===== config.mk =====
export PLATFORM = sky130hd
export DESIGN_NAME = spi_response_transmitter_flat
export DESIGN_NICKNAME = d
export VERILOG_FILES = /design/src/rtl/spi_response_transmitter_if.sv /design/src/rtl/spi_response_transmitter.sv /design/src/flat_wrapper.sv
export SDC_FILE = /design/constraint.sdc
export NUM_CORES = 1
export LEC_CHECK = 0
export CAP_MARGIN = 20
export CORE_MARGIN = 2
export CORE_UTILIZATION = 50
export CTS_CLUSTER_DIAMETER = 60
export CTS_CLUSTER_SIZE = 25
export DETAILED_ROUTE_END_ITERATION = 16
export PLACE_DENSITY_LB_ADDON = 0.05
export SYNTH_ARGS = -nofsm -noshare
export SYNTH_HDL_FRONTEND = slang
export SYNTH_SLANG_ARGS = --single-unit

===== constraint.sdc =====
create_clock -name clock -period 5.5 [get_ports clock]
set_input_delay 1.1 -clock clock [delete_from_list [all_inputs] [get_ports clock]]
set_output_delay 1.1 -clock clock [all_outputs]
set_load 0.02 [all_outputs]

===== src/rtl/spi_response_transmitter_if.sv =====
// Host-facing SPI data line plus the response request/status handshake.
// Carries io BusyHold only when SPI_RESP_BUSY_TOKEN_EN is defined.
interface spi_response_transmitter_if;
    logic        SPI_CLK;
    logic        SPI_CS;
    logic        SPI_DO;
    logic        Start;
    logic [7:0]  R1;
    logic        Extended;
    logic [31:0] Payload;
    logic        Busy;
    logic        Done;
`ifdef SPI_RESP_BUSY_TOKEN_EN
    logic        BusyHold;
`endif

    // Command-layer / host side
    modport master (
`ifdef SPI_RESP_BUSY_TOKEN_EN
        output BusyHold,
`endif
        output SPI_CLK, SPI_CS, Start, R1, Extended, Payload,
        input  SPI_DO, Busy, Done
    );

    // Transmitter side
    modport slave (
`ifdef SPI_RESP_BUSY_TOKEN_EN
        input  BusyHold,
`endif
        input  SPI_CLK, SPI_CS, Start, R1, Extended, Payload,
        output SPI_DO, Busy, Done
    );
endinterface


===== src/rtl/spi_response_transmitter.sv =====
// SD-card SPI-mode response transmitter: NCR filler bytes, then R1 or R1+32-bit payload, MSB first.
// Optional busy-token phase after R1-only responses when SPI_RESP_BUSY_TOKEN_EN is defined.
module spi_response_transmitter #(
    parameter int unsigned NCR_BYTES = 1
) (
    input logic                       clock,
    input logic                       reset,
    spi_response_transmitter_if.slave io
);

    localparam int unsigned SHIFT_W   = 40;
    localparam int unsigned BIT_CNT_W = 6;
    localparam int unsigned NCR_CNT_W = 7;

    localparam logic [BIT_CNT_W-1:0] LEN_R1   = BIT_CNT_W'(8);
    localparam logic [BIT_CNT_W-1:0] LEN_EXT  = BIT_CNT_W'(SHIFT_W);
    localparam logic [BIT_CNT_W-1:0] MSB_IDX  = BIT_CNT_W'(SHIFT_W - 1);
    localparam logic [NCR_CNT_W-1:0] NCR_LAST = NCR_CNT_W'(8 * NCR_BYTES - 1);

    localparam logic [1:0] ST_IDLE    = 2'd0;
    localparam logic [1:0] ST_NCR     = 2'd1;
    localparam logic [1:0] ST_SEND    = 2'd2;
`ifdef SPI_RESP_BUSY_TOKEN_EN
    localparam logic [1:0] ST_BUSYTOK = 2'd3;
`endif

    logic [1:0]           state_q,   state_d;
    logic [NCR_CNT_W-1:0] ncr_cnt_q, ncr_cnt_d;
    logic [BIT_CNT_W-1:0] bit_cnt_q, bit_cnt_d;
    logic [SHIFT_W-1:0]   shift_q,   shift_d;
    logic                 ext_q,     ext_d;
    logic                 do_q,      do_d;
    logic                 busy_q,    busy_d;
    logic                 done_q,    done_d;

    logic sync_meta_q, sync_q, sync_prev_q;

    logic                 fall_c;
    logic                 finish_c;
    logic [BIT_CNT_W-1:0] bit_len_c;
    logic [BIT_CNT_W-1:0] bit_idx_c;

    assign fall_c    = sync_prev_q & ~sync_q;
    assign bit_len_c = ext_q ? LEN_EXT : LEN_R1;
    assign bit_idx_c = MSB_IDX - bit_cnt_q;

    // Next-state, counter and output decode
    always_comb begin
        state_d   = state_q;
        ncr_cnt_d = ncr_cnt_q;
        bit_cnt_d = bit_cnt_q;
        shift_d   = shift_q;
        ext_d     = ext_q;
        do_d      = do_q;
        busy_d    = busy_q;
        done_d    = 1'b0;
        finish_c  = 1'b0;

        case (state_q)
            ST_IDLE: begin
                do_d   = 1'b1;
                busy_d = 1'b0;
                // done_q blocks a start in the same cycle as the completion pulse
                if (io.Start && !io.SPI_CS && !done_q) begin
                    shift_d   = {io.R1, io.Payload};
                    ext_d     = io.Extended;
                    ncr_cnt_d = '0;
                    bit_cnt_d = '0;
                    busy_d    = 1'b1;
                    state_d   = ST_NCR;
                end
            end

            ST_NCR: begin
                do_d = 1'b1;
                if (fall_c) begin
                    if (ncr_cnt_q == NCR_LAST) begin
                        ncr_cnt_d = '0;
                        state_d   = ST_SEND;
                    end else begin
                        ncr_cnt_d = ncr_cnt_q + NCR_CNT_W'(1);
                    end
                end
            end

            ST_SEND: begin
                if (fall_c) begin
                    if (bit_cnt_q == bit_len_c) begin
`ifdef SPI_RESP_BUSY_TOKEN_EN
                        if (!ext_q && io.BusyHold) begin
                            do_d    = 1'b0;
                            state_d = ST_BUSYTOK;
                        end else begin
                            finish_c = 1'b1;
                        end
`else
                        finish_c = 1'b1;
`endif
                    end else begin
                        do_d      = shift_q[bit_idx_c];
                        bit_cnt_d = bit_cnt_q + BIT_CNT_W'(1);
                    end
                end
            end

`ifdef SPI_RESP_BUSY_TOKEN_EN
            ST_BUSYTOK: begin
                if (fall_c) begin
                    if (io.BusyHold) begin
                        do_d = 1'b0;
                    end else begin
                        finish_c = 1'b1;
                    end
                end
            end
`endif

            default: begin
                state_d = ST_IDLE;
                do_d    = 1'b1;
                busy_d  = 1'b0;
            end
        endcase

        if (finish_c) begin
            state_d   = ST_IDLE;
            do_d      = 1'b1;
            busy_d    = 1'b0;
            done_d    = 1'b1;
            bit_cnt_d = '0;
            ncr_cnt_d = '0;
        end

        // Host deselect abandons the response without a completion pulse
        if ((state_q != ST_IDLE) && io.SPI_CS) begin
            state_d   = ST_IDLE;
            do_d      = 1'b1;
            busy_d    = 1'b0;
            done_d    = 1'b0;
            bit_cnt_d = '0;
            ncr_cnt_d = '0;
        end
    end

    // State, datapath, registered outputs and SPI_CLK synchroniser
    always_ff @(posedge clock) begin
        if (reset) begin
            state_q     <= ST_IDLE;
            ncr_cnt_q   <= '0;
            bit_cnt_q   <= '0;
            shift_q     <= '1;
            ext_q       <= 1'b0;
            do_q        <= 1'b1;
            busy_q      <= 1'b0;
            done_q      <= 1'b0;
            sync_meta_q <= 1'b0;
            sync_q      <= 1'b0;
            sync_prev_q <= 1'b0;
        end else begin
            state_q     <= state_d;
            ncr_cnt_q   <= ncr_cnt_d;
            bit_cnt_q   <= bit_cnt_d;
            shift_q     <= shift_d;
            ext_q       <= ext_d;
            do_q        <= do_d;
            busy_q      <= busy_d;
            done_q      <= done_d;
            sync_meta_q <= io.SPI_CLK;
            sync_q      <= sync_meta_q;
            sync_prev_q <= sync_q;
        end
    end

    assign io.SPI_DO = do_q;
    assign io.Busy   = busy_q;
    assign io.Done   = done_q;

endmodule


===== src/flat_wrapper.sv =====
// flat-port wrapper written by rule: the top's interface ports become plain ports
module spi_response_transmitter_flat 
#(
    parameter int unsigned NCR_BYTES = 1
)
  (clock, reset, io_SPI_CLK, io_SPI_CS, io_Start, io_R1, io_Extended, io_Payload, io_SPI_DO, io_Busy, io_Done);
  spi_response_transmitter_if io_i ();
  input logic clock;
  input logic reset;
  input wire logic [$bits(io_i.SPI_CLK)-1:0] io_SPI_CLK;
  input wire logic [$bits(io_i.SPI_CS)-1:0] io_SPI_CS;
  input wire logic [$bits(io_i.Start)-1:0] io_Start;
  input wire logic [$bits(io_i.R1)-1:0] io_R1;
  input wire logic [$bits(io_i.Extended)-1:0] io_Extended;
  input wire logic [$bits(io_i.Payload)-1:0] io_Payload;
  output wire logic [$bits(io_i.SPI_DO)-1:0] io_SPI_DO;
  output wire logic [$bits(io_i.Busy)-1:0] io_Busy;
  output wire logic [$bits(io_i.Done)-1:0] io_Done;
  assign io_i.SPI_CLK = io_SPI_CLK;
  assign io_i.SPI_CS = io_SPI_CS;
  assign io_i.Start = io_Start;
  assign io_i.R1 = io_R1;
  assign io_i.Extended = io_Extended;
  assign io_i.Payload = io_Payload;
  assign io_SPI_DO = io_i.SPI_DO;
  assign io_Busy = io_i.Busy;
  assign io_Done = io_i.Done;
  spi_response_transmitter #(.NCR_BYTES(NCR_BYTES)) u_core (.clock(clock), .reset(reset), .io(io_i));
endmodule

* Word level (Yosys, flattened, before mapping)
Index checks and enable logic that the tools add are counted.
Storage, ports and cells: register bits 62, input bits 46, output and inout port bits 3, logic and storage cells 67
Operators by class: $add $sub $neg 3, magnitude comparators 1, equal/unequal tests 9, muxes and demuxes 21, bitwise operators 4, reduce and logical (&&, ||, !) cells 18
Operator list (count):
- 6-bit 2-to-1 mux | 4
- 7-bit 2-to-1 mux | 3
- 7-bit one-hot mux with 2 select lines | 1
- 6-bit one-hot mux with 2 select lines | 1
- 2-bit by 1-bit != test with 1-bit output (second input constant) | 4
- 4-bit AND reduction | 2
- 7-bit by 1-bit adder with 7-bit output (second input constant) | 1
- 7-bit by 3-bit equality test with 1-bit output (second input constant) | 1
- 6-bit by 7-bit less-than comparator with 1-bit output (second input constant) | 1
- 6-bit by 1-bit adder with 6-bit output (second input constant) | 1
- 1-bit binary-select mux with 6-bit select | 1
- 6-bit equality test | 1
- 1-bit 2-to-1 mux | 6
- 2-bit 2-to-1 mux | 3
- 2-bit one-hot mux with 3 select lines | 1
- 2-bit nonzero test | 3
- 6-bit subtractor (first input constant) | 1
- 2-bit AND reduction | 2
- 2-bit OR reduction | 2
- 4-bit OR reduction | 1
- 1-bit logical AND | 3
- 1-bit inverter | 3
- 3-bit AND reduction | 1
- 3-bit OR reduction | 1
- 7 further kinds | 8

* Longest topological paths before layout
depth after elaboration 6, gate-level depth with buffers 9, gate-level depth less buffers 7

* Worst setup path before layout
No wires, ideal clock.
path type input to register, start point in io_SPI_CS, end point reg u_core.state_q[0], setup time 0.127 ns, arrival 2.122 ns, data required time 5.373 ns, slack 3.252 ns, stages 5, path buffers 0, path through or3b_4 -> a221oi_2 -> o21ai_1 -> mux2i_1 -> nor2_1
On the way: longest elaborated chain between the ends 5, elaborated cells on any way between the ends 7, those cells by class eq/ne (1); reduce/logical (6)
RTL lines:
- start, declared | RTL line flat_wrapper.sv:11 | input wire logic [$bits(io_i.SPI_CS)-1:0] io_SPI_CS;
- 1-bit logical NOT | RTL line spi_response_transmitter.sv:64 | if (io.Start && !io.SPI_CS && !done_q) begin
- 1-bit logical AND (2 in series) | RTL line spi_response_transmitter.sv:64
- 2-bit by 1-bit != test with 1-bit output (no line)
- 4-bit AND reduction (no line)
- end signal, assigned | RTL line spi_response_transmitter.sv:160 | state_q <= state_d;
- end, declared | RTL line spi_response_transmitter.sv:27 | logic [1:0] state_q, state_d;
Several ways; a longest one is shown, not always the timed one. A chain may end at the register's enable or synchronous reset.

* Worst setup path after layout
start point in io_SPI_CS, end point reg u_core.bit_cnt_q[4]
On the way: longest elaborated chain between the ends 5, elaborated cells on any way between the ends 7, those cells by class eq/ne (1); reduce/logical (6)
RTL lines:
- 1-bit logical NOT | RTL line spi_response_transmitter.sv:64
- 1-bit logical AND (2 in series) | RTL line spi_response_transmitter.sv:64
- 2-bit by 1-bit != test with 1-bit output (no line)
- 4-bit AND reduction (no line)
- end signal, assigned | RTL line spi_response_transmitter.sv:162 | bit_cnt_q <= bit_cnt_d;
- end, declared | RTL line spi_response_transmitter.sv:29 | logic [BIT_CNT_W-1:0] bit_cnt_q, bit_cnt_d;
Several ways; a longest one is shown, not always the timed one.

==> impl_results.md <==
- Status: completed
- Worst setup SP type: primary input
- Reg-to-Reg Start: u_core.bit_cnt_q[0]
- Synthesis warning total: 0
- Hold Buf Count CTS: 0
- Leakage: 1.462 nW
- Tot Pwr: 1.146 mW
- Worst setup path end: u_core.bit_cnt_q[4]
- Worst hold path class: flop to flop
- Crit-path max FO: 42
- Antenna Cells: 0
- Leading cell type in the layout, fill and taps excluded: nand2_1
- WS Path Type: primary input to flop
- Die Area: 6868 µm²
- Final Critical Period: 2721 ps
- Max_cap viols: 0
- Critical path arrival: 2930 ps
- Synth Area per Inst: 9.068 µm²
- Cell Area, Placed: 3608 µm²
- Commonest non-fill, non-tap cells in the layout: 91 x nand2_1, 62 x dfxtp_1, 48 x clkdlybuf4s50_1, 41 x nand3b_1, 18 x nor2_1
- Antenna violations before repair: 0
- Cells after Synth: 343
- Worst reg2reg path depth: 7
- Achievable Freq: 367.5 MHz
- CTS sink count: 62
- Number of port buffers: 48
- Top_reg_cell synth: dfxtp_1
- Slew headroom: 50.98%
- Final Wtd Congestion: 0.7783
- Worst skew pair latency: 330 ps
- Critical Path Slowest Stage Cell: clkdlybuf4s50_1
- Critical Path Sink Type: flop
- CTS tree: built
- CTS buffer count: 9
- Final setup fails: 0
- Least-Margin Pin Slew: 733.3 ps
- Die Span X: 82.88 µm
- Slew Limit Fails: 0
- Ratio of final minimum period to clock period: 49.48%
- Reg2Reg Capture Point: u_core.bit_cnt_q[4]
- Post-route cell area: 3801 µm²
- Iter 0 DRT Violations: 118
- Flop2flop setup slack: 3260 ps
- Synth unique cells: 45
- Routed wire per std cell: 13.73 µm
- Total Routed Length: 6373 µm
- Via-to-Cell Ratio: 5.250
- Die Y: 82.88 µm
- Vias in the first global route: 2347
- H-tree depth: 3
- DR pass1 iterations: 4
- Fin. Hold Viols: 0
- CORE AREA: 5956 µm²
- Number of setup buffers added after CTS: 0
- Row count: 28
- Synth Net Count: 397
- Peak VDD IR: 0.0001836 V
- Post-route ant nets: 0
- Setup ws final: 2779 ps
- Worst setup startpoint: io_SPI_CS
- Power Dens Cells: 301.5 nW/µm²
- Post-Place Worst Slack: 2413 ps
- Max stage delay on crit path: 470 ps
- Root buf cell: clkbuf_8
- Area growth syn-to-layout: 22.20%
- Worst Path Required: 5710 ps
- TNS Setup: 0 ps
- Via count of the routed design: 2436
- Drt drc: 0
- Ys async rst share: 0%
- Global route overflow: 0
- Nets@finish: 440
- Initial Util: 52.23%
- Final HPWL from detailed placement: 4342 µm
- CTS resizes: 0
- Sequential share of the synthesized area: 39.90%
- Largest net degree at the start of global routing: 46
- Number of synthesized register bits: 62
- Final setup skew: 8.371 ps
- Unrepaired setup endpoints after global routing: false
- Worst-path clk slew: 60 ps
- GRT Overall Usage: 19.56%
- Crit path cell chain: clkdlybuf4s50_1, and4bb_1, buf_4, a21oi_4, a2111oi_4, xnor2_1, nor2_1
- CTS max path bufs: 2
- First-pass GRT wire length: 11030 µm
- Post-synth EDFFs: 0
- Fraction of layout cells with a size suffix above 1: 9.512%
- # IOs: 49
- Synthesized cell area: 3110 µm²
==> power by group <==
part           internal [mW]  switching, mW  leakage [nW]
Combinational          0.114          0.130         0.852
Clock                  0.220          0.164         0.101
Sequential             0.494         0.0241         0.509
Total                  0.828          0.318          1.46
==> cell usage after synthesis, drive strengths merged (2+ instances only) <==
| library cell | instances | area (µm²) |
|---|---|---|
| nand2 | 91 | 341.6 |
| dfxtp | 62 | 1241 |
| nand3b | 41 | 307.8 |
| nor2 | 18 | 67.56 |
| clkbuf | 13 | 48.80 |
| inv | 13 | 48.80 |
| a21oi | 12 | 75.08 |
| mux4 | 9 | 210.2 |
| nand3 | 9 | 45.04 |
| ha | 8 | 100.1 |
| o21ai | 8 | 47.54 |
| buf | 6 | 50.04 |
| xor2 | 6 | 52.55 |
| a2111oi | 5 | 81.33 |
| mux2i | 5 | 50.05 |
| nor2b | 5 | 31.28 |
| xnor2 | 5 | 43.79 |
| a211oi | 3 | 22.52 |
| nand2b | 3 | 18.77 |
| a221oi | 2 | 41.29 |
| and3 | 2 | 15.01 |
| nand4 | 2 | 12.51 |
| nor3 | 2 | 10.01 |
| o21bai | 2 | 26.28 |
==> routing by layer <==
metal  wire [µm]  GRT usage, %  share of wire [%]  vias up
li1            -             -                  -     1253
met1        3180         25.66                 50     1126
met4         127         8.197                2.0        0
met5           0             0                  0        -
met3         186         4.274                2.9       12
met2        2878         31.23                 45       45
==> worst min-delay path by stage <==
| stage | from | end | depth (start not counted) |
|---|---|---|---|
| after floorplan | u_core.sync_meta_q | u_core.sync_q | 1 |
| after global routing | u_core.shift_q[34] | u_core.shift_q[34] | 2 |
| after detailed placement | u_core.shift_q[20] | u_core.shift_q[20] | 2 |
| final | u_core.shift_q[5] | u_core.shift_q[5] | 2 |
| after CTS | u_core.shift_q[20] | u_core.shift_q[20] | 2 |
| after global placement | u_core.sync_meta_q | u_core.sync_q | 1 |
==> cell type report <==
cell class / count / area [µm²]
Multi-Input combinational cell: 249 / 1722
Sequential cell: 62 / 1241
Tap cell: 75 / 93.84
Inverter: 13 / 48.80
Fill cell: 543 / 2155
Timing Repair Buffer: 51 / 503.0
Clock buffer: 14 / 192.7
==> metrics by stage <==
stage          std cells  utilization [%]  hold WS, ps
2_1_floorplan        343                -        413.8
3_3_place_gp         450            60.59        415.6
3_5_place_dp         450            60.59        449.7
4_1_cts              464            63.82        466.7
5_1_grt              464            63.82        487.6
6_report             464            63.82        462.9
==> cell families (layout without fill, tap and decap cells) <==
family	Yosys count	in the layout	share of synthesized area, %
adders and majority gates	8	8	3.218
xor gates and xnor gates	11	11	3.097
AOI/OAI and AO/OA	34	34	10.10
and+or+nand+nor	181	181	30.21
buffers and inverters	32	78	4.747
muxes	15	15	8.729
DFF	62	62	39.90
==> sequential cells by signal (all words and copies together), names as in the netlist <==
| register | cells |
|---|---|
| u_core.shift_q | 40 |
| u_core.ncr_cnt_q | 7 |
| u_core.bit_cnt_q | 6 |
| u_core.state_q | 2 |
| u_core.ext_q | 1 |
| u_core.io.Busy | 1 |
| u_core.io.Done | 1 |
| u_core.io.SPI_DO | 1 |
| u_core.sync_meta_q | 1 |
| u_core.sync_prev_q | 1 |
| u_core.sync_q | 1 |
==> critical path, delay by kind of cell <==
family	cells	cell delay (ps)
xor+xnor	1	150
compound gates	2	470
simple gates	2	340
buf+inv	2	850
(Power assumes the default switching activity.)
